## src/rtl/condicionador_botoes.sv

```systemverilog
// Key conditioner: 2-FF sync, per-key debounce, pairing window, one-cycle b1/b2 command pulses.
// Latency DEBOUNCE_CICLOS+JANELA_CICLOS+3 cycles (single) / DEBOUNCE_CICLOS+3 (pair); no backpressure, pulses are fire-and-forget.
module condicionador_botoes #(
    parameter int DEBOUNCE_CICLOS = 2,
    parameter int JANELA_CICLOS   = 5
) (
    input  logic clk,
    input  logic rst,
    input  logic key1_n,
    input  logic key2_n,
    output logic b1,
    output logic b2,
    output logic ocupado
);
    typedef enum logic [1:0] {
        OCIOSO = 2'd0,
        JANELA = 2'd1,
        EMITE  = 2'd2,
        SOLTAR = 2'd3
    } estado_t;

    localparam logic [7:0] DB_ULT  = 8'(DEBOUNCE_CICLOS - 1);
    localparam logic [7:0] JAN_ULT = 8'(JANELA_CICLOS - 1);

    logic [1:0] r_sync1;
    logic [1:0] r_sync2;
    logic [1:0] r_deb_n;
    logic [7:0] r_db_cnt [2];
    logic [1:0] w_prs;

    estado_t    r_estado;
    estado_t    w_prox;
    logic [1:0] r_mask;
    logic [1:0] w_mask_prox;
    logic [7:0] r_jan_cnt;
    logic [7:0] w_jan_prox;
    logic       r_b1;
    logic       r_b2;
    logic       r_ocupado;
    logic       w_b1_prox;
    logic       w_b2_prox;
    logic       w_ocup_prox;

    // Bit 0 is key 1, bit 1 is key 2; keys idle high (released).
    always_ff @(posedge clk or posedge rst) begin
        if (rst) begin
            r_sync1 <= 2'b11;
            r_sync2 <= 2'b11;
        end else begin
            r_sync1 <= {key2_n, key1_n};
            r_sync2 <= r_sync1;
        end
    end

    always_ff @(posedge clk or posedge rst) begin
        if (rst) begin
            r_deb_n <= 2'b11;
            for (int k = 0; k < 2; k++) r_db_cnt[k] <= '0;
        end else begin
            for (int k = 0; k < 2; k++) begin
                if (r_sync2[k] == r_deb_n[k]) begin
                    r_db_cnt[k] <= '0;
                end else if (r_db_cnt[k] == DB_ULT) begin
                    r_deb_n[k]  <= r_sync2[k];
                    r_db_cnt[k] <= '0;
                end else begin
                    r_db_cnt[k] <= r_db_cnt[k] + 8'd1;
                end
            end
        end
    end

    assign w_prs = ~r_deb_n;

    always_ff @(posedge clk or posedge rst) begin
        if (rst) begin
            r_estado  <= OCIOSO;
            r_mask    <= 2'b00;
            r_jan_cnt <= '0;
            r_b1      <= 1'b0;
            r_b2      <= 1'b0;
            r_ocupado <= 1'b0;
        end else begin
            r_estado  <= w_prox;
            r_mask    <= w_mask_prox;
            r_jan_cnt <= w_jan_prox;
            r_b1      <= w_b1_prox;
            r_b2      <= w_b2_prox;
            r_ocupado <= w_ocup_prox;
        end
    end

    always_comb begin
        w_prox      = r_estado;
        w_mask_prox = r_mask;
        w_jan_prox  = r_jan_cnt;
        case (r_estado)
            OCIOSO: begin
                if (&w_prs) begin
                    w_mask_prox = 2'b11;
                    w_prox      = EMITE;
                end else if (|w_prs) begin
                    w_mask_prox = w_prs;
                    w_jan_prox  = '0;
                    w_prox      = JANELA;
                end
            end
            // Releasing the first key here does not cancel; only the partner key or timeout leaves.
            JANELA: begin
                if (|(w_prs & ~r_mask)) begin
                    w_mask_prox = 2'b11;
                    w_prox      = EMITE;
                end else if (r_jan_cnt == JAN_ULT) begin
                    w_prox = EMITE;
                end else begin
                    w_jan_prox = r_jan_cnt + 8'd1;
                end
            end
            EMITE: w_prox = SOLTAR;
            SOLTAR: begin
                if (w_prs == 2'b00) begin
                    w_prox      = OCIOSO;
                    w_mask_prox = 2'b00;
                end
            end
            default: w_prox = OCIOSO;
        endcase
    end

    // Outputs are registered from the next state so they toggle cleanly with the EMITE state.
    always_comb begin
        w_b1_prox   = (w_prox == EMITE) && w_mask_prox[0];
        w_b2_prox   = (w_prox == EMITE) && w_mask_prox[1];
        w_ocup_prox = (w_prox != OCIOSO);
    end

    assign b1      = r_b1;
    assign b2      = r_b2;
    assign ocupado = r_ocupado;
endmodule

```

## config.mk

```make
export PLATFORM = sky130hd
export DESIGN_NAME = condicionador_botoes
export DESIGN_NICKNAME = d
export VERILOG_FILES = /design/src/rtl/condicionador_botoes.sv
export SDC_FILE = /design/constraint.sdc
export NUM_CORES = 1
export LEC_CHECK = 0
export ABC_AREA = 1
export CORE_MARGIN = 1
export CORE_UTILIZATION = 54
export CTS_CLUSTER_DIAMETER = 80
export DETAILED_ROUTE_END_ITERATION = 16
export PLACE_DENSITY = 0.76
export SLEW_MARGIN = 20
export SYNTH_ARGS = -nofsm -noshare
export SYNTH_HDL_FRONTEND = slang
export SYNTH_SLANG_ARGS = --single-unit
```

## constraint.sdc

```tcl
create_clock -name clk -period 1.55 [get_ports clk]
set_clock_uncertainty 0.2 [all_clocks]
set_input_delay 0.31 -clock clk [delete_from_list [all_inputs] [get_ports clk]]
set_output_delay 0.31 -clock clk [all_outputs]
set_load 0.005 [all_outputs]
```

==> reports/metrics.yaml, run 1 <==
fp-row-count: 21
critPathSlowestCell: "dfstp_2"
status: "complete, but fails checks"
grt_start_max_net_pins: 18
syn_nets: 264
cellLeakagePower_nw: 1.16
start_util_pct: 57.3
synth_fa_ha_area_share_pct: 3.83
drv_slew: 0
synth_top_family_by_area: "simple AND/OR/NAND/NOR gates"
grt_busiest_layer: "met2"
r2r_cells: 6
multi_input_area_sq_um: 976
slowest_delay_ps: 600
synth.distinct_cells: 22
clk_pin_slew_ps: 100
place_ws_ps: -48.2
use_met1_pct: 30.4
holdPathEnd: "r_sync1[0]"
min_path_type: "input pin to flop"
antenna_found_initial: 0
clk_latency_ps: 350
fin_setup_tns_ps: -202
ir_drop_mv: 1.73
crit_path_frequent_cell: "nand2_1"
ff_latch_area_sq_um: 935
num-fill-cells: 272
p_int_w: 0.00227
cp_data_required_time_ps: 1590
drtIter0Drc: 107
cts_root_buffer: "clkbuf_4"
grt_pass1_vias: 1632
yosys-top-cells-area: "dfrtp_1, nand2_1, dfstp_2"
antenna_left: 0
grtUsageTotal_pct: 22.6
critical_path_class: "flop to flop"
io_pins: 7
ff2ff_setup_slack_ps: -70
end_kind: "flop"
crit_fanout: 6
drt-pass1-iter-count: 4
met3_usage_pct: 6.43
r2r-start: "r_deb_n[0]"
ys_warn_count: 0
final_core_util_pct: 71.4
gr-total-overflow: 0
yosysSeqAreaShare_pct: 47.7
reg2reg_to: "ocupado"
min_period_ps: 1620
timing.fmax_ghz: 0.618
numCtsBuffers: 5
maxCapViolCount: 0
power_frac_comb_pct: 45.1
synth_common_cells: "nand2_1, nor2_1, inv_1"
synthMuxAreaShare_pct: 0
fin_crit_sh_pct: 104
arrival_ps: 1660
postSynthAreaPerCell_sq_um: 7.71
die_y_um: 62.2
htreeDepth: 2
syn_area_sq_um: 1960
setup_viol: 6
slew_headroom_pct: 79.4
synth_compound_area_share_pct: 3.83
synth_ff_type: "dfrtp_1"
core-area_sq_um: 3420
path_cells: "nand3_1 -> nand2_1 -> nand2_1 -> inv_1 -> nand2_1 -> or2_1"
start_kind: "flop"
cts_tree: "built"
clk_path_buf_depth: 2
vias_per_cell: 5.08
grt_pass1_wl_mm: 6.80
gp_congestion: 0.920
area_growth_pct: 24.5
power_switching_w: 0.00152
synth_top_cell_area_share_pct: 39.6
worst_slew_pin_slew_ps: 309
syn_inst: 254
synth_top_cell_by_area: "dfrtp_1"
vias: 1687
synthArstFlopShare_pct: 100
final_hold_viol_count: 0
drc: 0
fin_nets: 295
power.share.clock_pct: 18.1
dieWidth_um: 62.2
dieArea_sq_um: 3870
synth_edf_count: 0
swShare_pct: 40.1
synth-seq-cells: 37
seqPwrFrac_pct: 36.8
synth_xor_area_share_pct: 3.13
synthSimpleGateAreaFrac_pct: 33.7
grt_use_met2_pct: 34.5
wl_per_cell_um: 12.5
fin_cells: 332
n_antenna_cell: 0
setup_slack_ps: -69.0
drive_above_1_share_pct: 21.7
dp_cells: 318
numPortBuffers: 6
violations: "negative setup slack"
holdPathStages: 1
yosysMostFrequentCell: "nand2_1"
rsz0062_at_grt: "true"
powerDensity_nw_per_um2: 1560
dp_hpwl_mm: 2.73
clock_sinks: 37
hp-start: "key1_n"
routed_wirelength_mm: 4.14
-- sequential cells by signal, summed over array words and instances (netlist names) --
signal,cells
ocupado,1
r_mask,2
r_db_cnt,16
r_sync2,2
r_estado,2
r_sync1,2
b2,1
r_jan_cnt,8
b1,1
r_deb_n,2
-- area by class of cell --
cell class | instances | area share, %
clock inverter | 1 | 1.23
tap | 46 | 2.36
multi-input combinational | 179 | 40.0
timing repair buffer | 27 | 10.4
inverter | 35 | 5.39
clock buffer | 7 | 2.26
sequential | 37 | 38.3
-- cells in the final DEF (no fill, tap or decap), types with 2 or more instances in the layout --
| cell type | instances |
|---|---|
| clkbuf_4 | 5 |
| ha_1 | 4 |
| a21oi_1 | 6 |
| nor2_4 | 2 |
| xor2_2 | 2 |
| nand2_2 | 9 |
| buf_6 | 3 |
| nand3_4 | 2 |
| nor2_1 | 37 |
| nor2_2 | 4 |
| inv_2 | 3 |
| clkdlybuf4s50_1 | 3 |
| nand2_1 | 58 |
| buf_4 | 15 |
| dfrtp_1 | 30 |
| nor3b_1 | 2 |
| nor3_1 | 6 |
| dlygate4sd2_1 | 3 |
| o21ai_0 | 4 |
| xnor2_1 | 2 |
| dfstp_2 | 6 |
| nand3_1 | 21 |
| nand4_1 | 6 |
| buf_12 | 2 |
| inv_1 | 32 |
| o21ai_1 | 4 |
| xor2_1 | 3 |
| ha_4 | 2 |
-- what timing repair did --
action | 4_1_cts | 5_1_grt
hold buffers | 1 | 0
endpoints found under the setup margin | 13 | 14
endpoints found under the hold margin | 4 | 0
pin swaps | 3 | 9
setup buffers | 3 | 2
resized for setup | 6 | 29
gates cloned | 0 | 0
-- metal layers --
| layer | share of wire [%] | vias up |
|---|---|---|
| met3 | 4.1 | 6 |
| met4 | 1.6 | 0 |
| met5 | 0 | - |
| met2 | 47 | 35 |
| met1 | 48 | 788 |
| li1 | - | 858 |
-- worst max-delay path, delay by kind of cell (launching register included) --
family                 cells  cell delay [ps]
AND/OR/NAND/NOR            5              620
flip-flops                 1              600
buffers and inverters      1               90
-- cell families (layout without fill, tap and decap cells) --
kind of cell,Yosys count,after routing
AO/OA/AOI/OAI,15,15
XOR/XNOR,7,7
adder cells (fa/ha/maj),6,6
buffers and inverters,38,70
flip-flops,37,37
AND/OR/NAND/NOR,151,151
-- power by group through the flow --
stage          clock network [W]  logic [W]  registers, W
2_1_floorplan                  0   0.000906       0.00136
3_5_place_dp                   0    0.00133       0.00139
3_3_place_gp                   0    0.00130       0.00138
4_1_cts                 0.000705    0.00141       0.00138
5_1_grt                 0.000741    0.00191       0.00142
6_report                0.000686    0.00171       0.00140
-- metrics by stage --
stage                     instance area [sq um]  hold WS (ps)  power, W
after floorplan                            1960           114   0.00227
after global placement                     2190           147   0.00268
after detailed placement                   2190           147   0.00272
after CTS                                  2320           144   0.00349
after global routing                       2440           153   0.00406
final                                      2440           155   0.00379
-- worst max-delay path by stage --
stage,slack [ps],start,end
finish,-70,r_deb_n[0],ocupado
global route,-140,r_deb_n[0],ocupado
CTS,-20,r_deb_n[1],ocupado
detailed placement,-50,r_jan_cnt[0],r_jan_cnt[5]
global placement,-10,r_jan_cnt[0],r_jan_cnt[7]
floorplan,110,r_deb_n[0],ocupado
Power figures use the tool's default switching activity.
==> run 2, diff against run 1 <==
==> constraint.sdc (replaced) <==
create_clock -name clk -period 1.55 [get_ports clk]
set_clock_uncertainty 0.2 [all_clocks]
set_input_delay 0.3875 -clock clk [delete_from_list [all_inputs] [get_ports clk]]
set_output_delay 0.3875 -clock clk [all_outputs]
set_load 0.005 [all_outputs]
==> run 2 against run 1 <==
Net effect:
- the flow still finishes with violations (negative setup slack)
- non-clock buffer count up 1
- worst hold slack improved by 2.1 ps
- first-iteration DRC count decreased by 14%
- critical path depth did not move
- maximum frequency rose by 0.59%
- global-route usage rose by 0.20 points
- largest power group unchanged
==> reports/metrics.yaml, run 2 (synthesis gave the netlist of run 1 again) <==
cts_tree: "built"
seqPwrFrac_pct: 37.0
drv_slew: 0
area_growth_pct: 24.6
crit_fanout: 6
path_cells: "nor2_4 -> nor2_4 -> o21ai_1 -> nand2_1 -> nand2_1 -> or2_1"
rsz0062_at_grt: "true"
r2r-start: "r_deb_n[0]"
fin_nets: 296
top_register: "r_db_cnt"
power.share.clock_pct: 17.6
drive_above_1_share_pct: 24.0
grt_pass1_wl_mm: 6.87
core-area_sq_um: 3420
antenna_found_initial: 0
stdcell_area_sq_um: 2440
antenna_left: 0
drtIter0Drc: 92
critical_path_class: "flop to flop"
slew_headroom_pct: 82.1
gp_congestion: 0.912
power_frac_comb_pct: 45.5
crit_start: "r_deb_n[0]"
whs_ps: 157
slowest_delay_ps: 620
ir_drop_mv: 1.19
io_pins: 7
fin_crit_sh_pct: 104
violations: "negative setup slack"
r2r_cells: 6
drt-pass1-iter-count: 4
dp_hpwl_mm: 2.70
ff2ff_setup_slack_ps: -60
p_int_w: 0.00225
hold_buffers: 0
status: "complete, but fails checks"
reg2reg_to: "ocupado"
htreeDepth: 2
die_y_um: 62.2
drc: 0
n_antenna_cell: 0
dieWidth_um: 62.2
clk_path_buf_depth: 2
critPathSlowestCell: "dfstp_2"
grtUsageTotal_pct: 22.8
cp-endpoint: "ocupado"
layout_common_cells: "nand2_1, nor2_1, inv_1"
cellLeakagePower_nw: 1.16
setup_viol: 6
clk_pin_slew_ps: 110
swShare_pct: 40.5
grt_busiest_layer: "met2"
vias: 1684
wl_per_cell_um: 12.5
grt_use_met2_pct: 38.0
use_met1_pct: 28.3
powerDensity_nw_per_um2: 1550
numCtsBuffers: 5
min_path_type: "input pin to async pin"
clk_latency_ps: 350
grt_start_max_net_pins: 38
placed_area_sq_um: 2170
reg_top3: "r_db_cnt: 16 flops, r_jan_cnt: 8 flops"
dieArea_sq_um: 3870
setup_slack_ps: -59.5
cp_data_required_time_ps: 1580
place_ws_ps: -55.9
worst_slew_pin_slew_ps: 267
start_kind: "flop"
numPortBuffers: 6
start_util_pct: 57.3
gr-total-overflow: 0
vias_per_cell: 5.06
layout_commonest_cell: "nand2_1"
power_switching_w: 0.00153
min_period_ps: 1610
final_hold_viol_count: 0
met3_usage_pct: 6.25
fp-row-count: 21
clock_sinks: 37
maxCapViolCount: 0
arrival_ps: 1640
timing.fmax_ghz: 0.621
grt_pass1_vias: 1646
end_kind: "flop"
cts_root_buffer: "clkbuf_4"
largest_register_ffs: 16
routed_wirelength_mm: 4.18
==> run 2: changes by cell type in the layout (fill, tap and decap cells not counted), sizes merged <==
cell | previous run | this run
buf | 20 | 22
clkinv | 0 | 1
clkdlybuf4s15 | 0 | 1
dlygate4sd3 | 1 | 0
clkbuf | 7 | 8
dlygate4sd2 | 3 | 0
==> run 2: worst min path at each step <==
| stage | slack [ps] | cells past startpoint | to | startpoint |
|---|---|---|---|---|
| 2_1_floorplan | 150 | 0 | r_sync2[0] | r_sync1[0] |
| 3_3_place_gp | 150 | 0 | r_sync2[1] | r_sync1[1] |
| 3_5_place_dp | 150 | 0 | r_sync2[1] | r_sync1[1] |
| 4_1_cts | 160 | 0 | r_sync2[1] | r_sync1[1] |
| 5_1_grt | 170 | 3 | r_db_cnt[9] | rst |
| 6_report | 160 | 3 | r_db_cnt[10] | rst |
==> run 2: cell type report <==
cell class | count | area, sq um
fill | 242 | 976
clock buffer | 6 | 41.3
inverter | 35 | 131
multi-input combinational | 179 | 997
sequential | 37 | 935
clock inverter | 2 | 38.8
timing repair buffer | 28 | 239
tap | 46 | 57.6
==> run 2: per-stage QoR <==
step | util (%) | TNS, ps | power (W) | instances
after floorplan | - | 0 | 0.00227 | 254
after global placement | 63.6 | -60.6 | 0.00267 | 317
after detailed placement | 63.6 | -347 | 0.00270 | 317
after CTS | 67.2 | -92.5 | 0.00345 | 328
after global routing | 71.4 | -1130 | 0.00406 | 333
final | 71.4 | -160 | 0.00378 | 333
==> run 2: critical path: cells and delay by family, from the launching register on <==
kind | cells | cell delay [ps]
and+or+nand+nor | 5 | 580
DFF | 1 | 620
AOI/OAI and AO/OA | 1 | 100
==> run 2: layer usage <==
metal	part of all wire (%)	up-vias	routed length [um]
met3	4.7	13	198
met4	3.2	0	133
met1	44	774	1860
li1	-	854	-
met5	0	-	0
met2	48	43	1990
==> run 2: timing repair <==
item | 4_1_cts | 5_1_grt
setup buffers | 3 | 5
resized for setup | 10 | 34
pin swaps | 3 | 11
endpoints found under the setup margin | 12 | 19
==> run 2: power groups by stage <==
stage	Combinational, W	Clock [W]	Sequential (W)
floorplan	0.000906	0	0.00136
global placement	0.00129	0	0.00138
detailed placement	0.00131	0	0.00139
CTS	0.00140	0.000674	0.00138
global route	0.00193	0.000711	0.00142
finish	0.00172	0.000664	0.00140
==> run 3, diff against run 2 <==
--- a/config.mk
+++ b/config.mk
@@ -7,10 +7,10 @@
 export LEC_CHECK = 0
 export ABC_AREA = 1
 export CORE_MARGIN = 1
-export CORE_UTILIZATION = 54
+export CORE_UTILIZATION = 50
 export CTS_CLUSTER_DIAMETER = 80
 export DETAILED_ROUTE_END_ITERATION = 16
-export PLACE_DENSITY = 0.76
+export PLACE_DENSITY = 0.71
 export SLEW_MARGIN = 20
 export SYNTH_ARGS = -nofsm -noshare
 export SYNTH_HDL_FRONTEND = slang
==> run 3 against run 2 <==
Net effect:
- the run still ends with negative setup slack left
- design area grew 0.31%
- flip-flop and latch count unchanged
- worst hold slack gained 2.5 ps
- cell count fell by 1.5%
- critical path depth did not move
- sequential share of layout area down 0.17 points
- power up 1.1%
- maximum frequency grew 0.66%
- non-clock buffer count shrank 7
- die area up 7.7%
- register-to-register slack about the same
- largest power group unchanged
==> reports/metrics.yaml, run 3 (synthesis gave the netlist of run 1 again) <==
fin_cells: 328
ir_drop_mv: 0.645
dieWidth_um: 64.6
drtIter0Drc: 145
clk_path_buf_depth: 2
power_w: 0.00382
n_antenna_cell: 0
start_kind: "flop"
clock_sinks: 37
drc: 0
fin_crit_sh_pct: 103
maxCapViolCount: 0
die_y_um: 64.6
grt_pass1_vias: 1556
start_util_pct: 52.7
powerDensity_nw_per_um2: 1560
numCtsBuffers: 5
final_core_util_pct: 65.9
met2WireLength_mm: 1.94
status: "complete, but fails checks"
arrival_ps: 1640
worst_slew_pin_slew_ps: 336
layout_commonest_cell: "nand2_1"
gr-total-overflow: 0
cp_data_required_time_ps: 1590
end_kind: "flop"
clk_pin_slew_ps: 80
crit_fanout: 6
drt-met1-wl_mm: 1.80
swShare_pct: 42.8
rsz0062_at_grt: "true"
fin_nets: 289
setup_slack_ps: -49.0
min_period_ps: 1600
place_ws_ps: -63.5
drt-pass1-iter-count: 5
vias_per_cell: 5.07
critical_path_class: "flop to flop"
fp-row-count: 22
antenna_left: 0
grtUsageTotal_pct: 21.3
wl_per_cell_um: 12.1
cts_tree: "built"
largest_register_ffs: 16
grt_pass1_wl_mm: 6.68
power_switching_w: 0.00163
antenna_found_initial: 0
numPortBuffers: 6
hold_buffers: 0
core-area_sq_um: 3720
grt_start_max_net_pins: 38
min_path_type: "flop to flop"
setup_viol: 12
routed_wirelength_mm: 3.98
vias: 1664
final_hold_viol_count: 0
power.share.clock_pct: 18.3
power_frac_comb_pct: 45.0
dp_hpwl_mm: 2.63
slew_headroom_pct: 77.4
seqPwrFrac_pct: 36.7
timing.fmax_ghz: 0.625
reg_top3: "r_db_cnt: 16 flops, r_jan_cnt: 8 flops"
dp_cells: 317
cellLeakagePower_nw: 1.14
top_register: "r_db_cnt"
clk_latency_ps: 300
area_growth_pct: 25.0
gp_congestion: 0.804
io_pins: 7
dieArea_sq_um: 4170
drive_above_1_share_pct: 23.2
violations: "negative setup slack"
drv_slew: 0
p_int_w: 0.00219
layout_common_cells: "nand2_1, nor2_1, inv_1"
wl_met3_um: 176
htreeDepth: 2
cts_root_buffer: "clkbuf_8"
highest_layer: "met4"
## run 3: path summary, 6_finish.rpt
| check | endpoint | slack [ps] | depth (start not counted) | startpoint |
|---|---|---|---|---|
| setup / recovery | b1 | -50 | 6 | r_deb_n[1] |
| hold / removal | r_sync2[1] | 160 | 0 | r_sync1[1] |
| setup reg to reg | b1 | -50 | 6 | r_deb_n[1] |
| hold reg to reg | r_sync2[1] | 160 | 0 | r_sync1[1] |
| max in group asynchronous | r_deb_n[0] | 680 | 3 | rst |
| min in group asynchronous | r_db_cnt[12] | 220 | 3 | rst |
## run 3: worst max-delay path, stage by stage (launching register included)
cell and delay (ps):
dfstp_2 610, nand3_1 140, nor2_1 170, a21oi_2 50, o21ai_0 220, nand2_1 90
inv_1 50
## run 3: stage by stage
stage,TNS [ps],instance area [sq um],hold WS (ps)
floorplan,0,1960,145
CTS,-36.2,2290,159
detailed placement,-388,2160,147
global placement,0,2160,147
global route,-1310,2450,160
finish,-508,2450,159
## run 3: timing repair
action | CTS | global route
gates resized for setup | 9 | 34
pin swaps | 1 | 12
buffers inserted | 2 | 1
setup endpoints to repair | 10 | 15
## run 3: per-layer routing
metal / vias up / global-route usage (%)
li1: 844 / -
met1: 783 / 27.6
met2: 32 / 33.4
met3: 5 / 6.34
met4: 0 / 7.78
met5: - / 0
## run 3: layout make-up
class | count | area [sq um]
multi-input cells | 179 | 1030
well taps | 48 | 60.1
inverters | 35 | 131
repair buffers | 21 | 201
clock inverters | 3 | 21.3
clock buffers | 5 | 68.8
fillers | 293 | 1270
flip-flops and latches | 37 | 933
## run 3: power groups by stage
stage / clock [W] / combinational, W / sequential, W
global placement: 0 / 0.00126 / 0.00139
floorplan: 0 / 0.000906 / 0.00136
global route: 0.000756 / 0.00191 / 0.00143
detailed placement: 0 / 0.00129 / 0.00139
CTS: 0.000715 / 0.00140 / 0.00138
finish: 0.000700 / 0.00172 / 0.00140
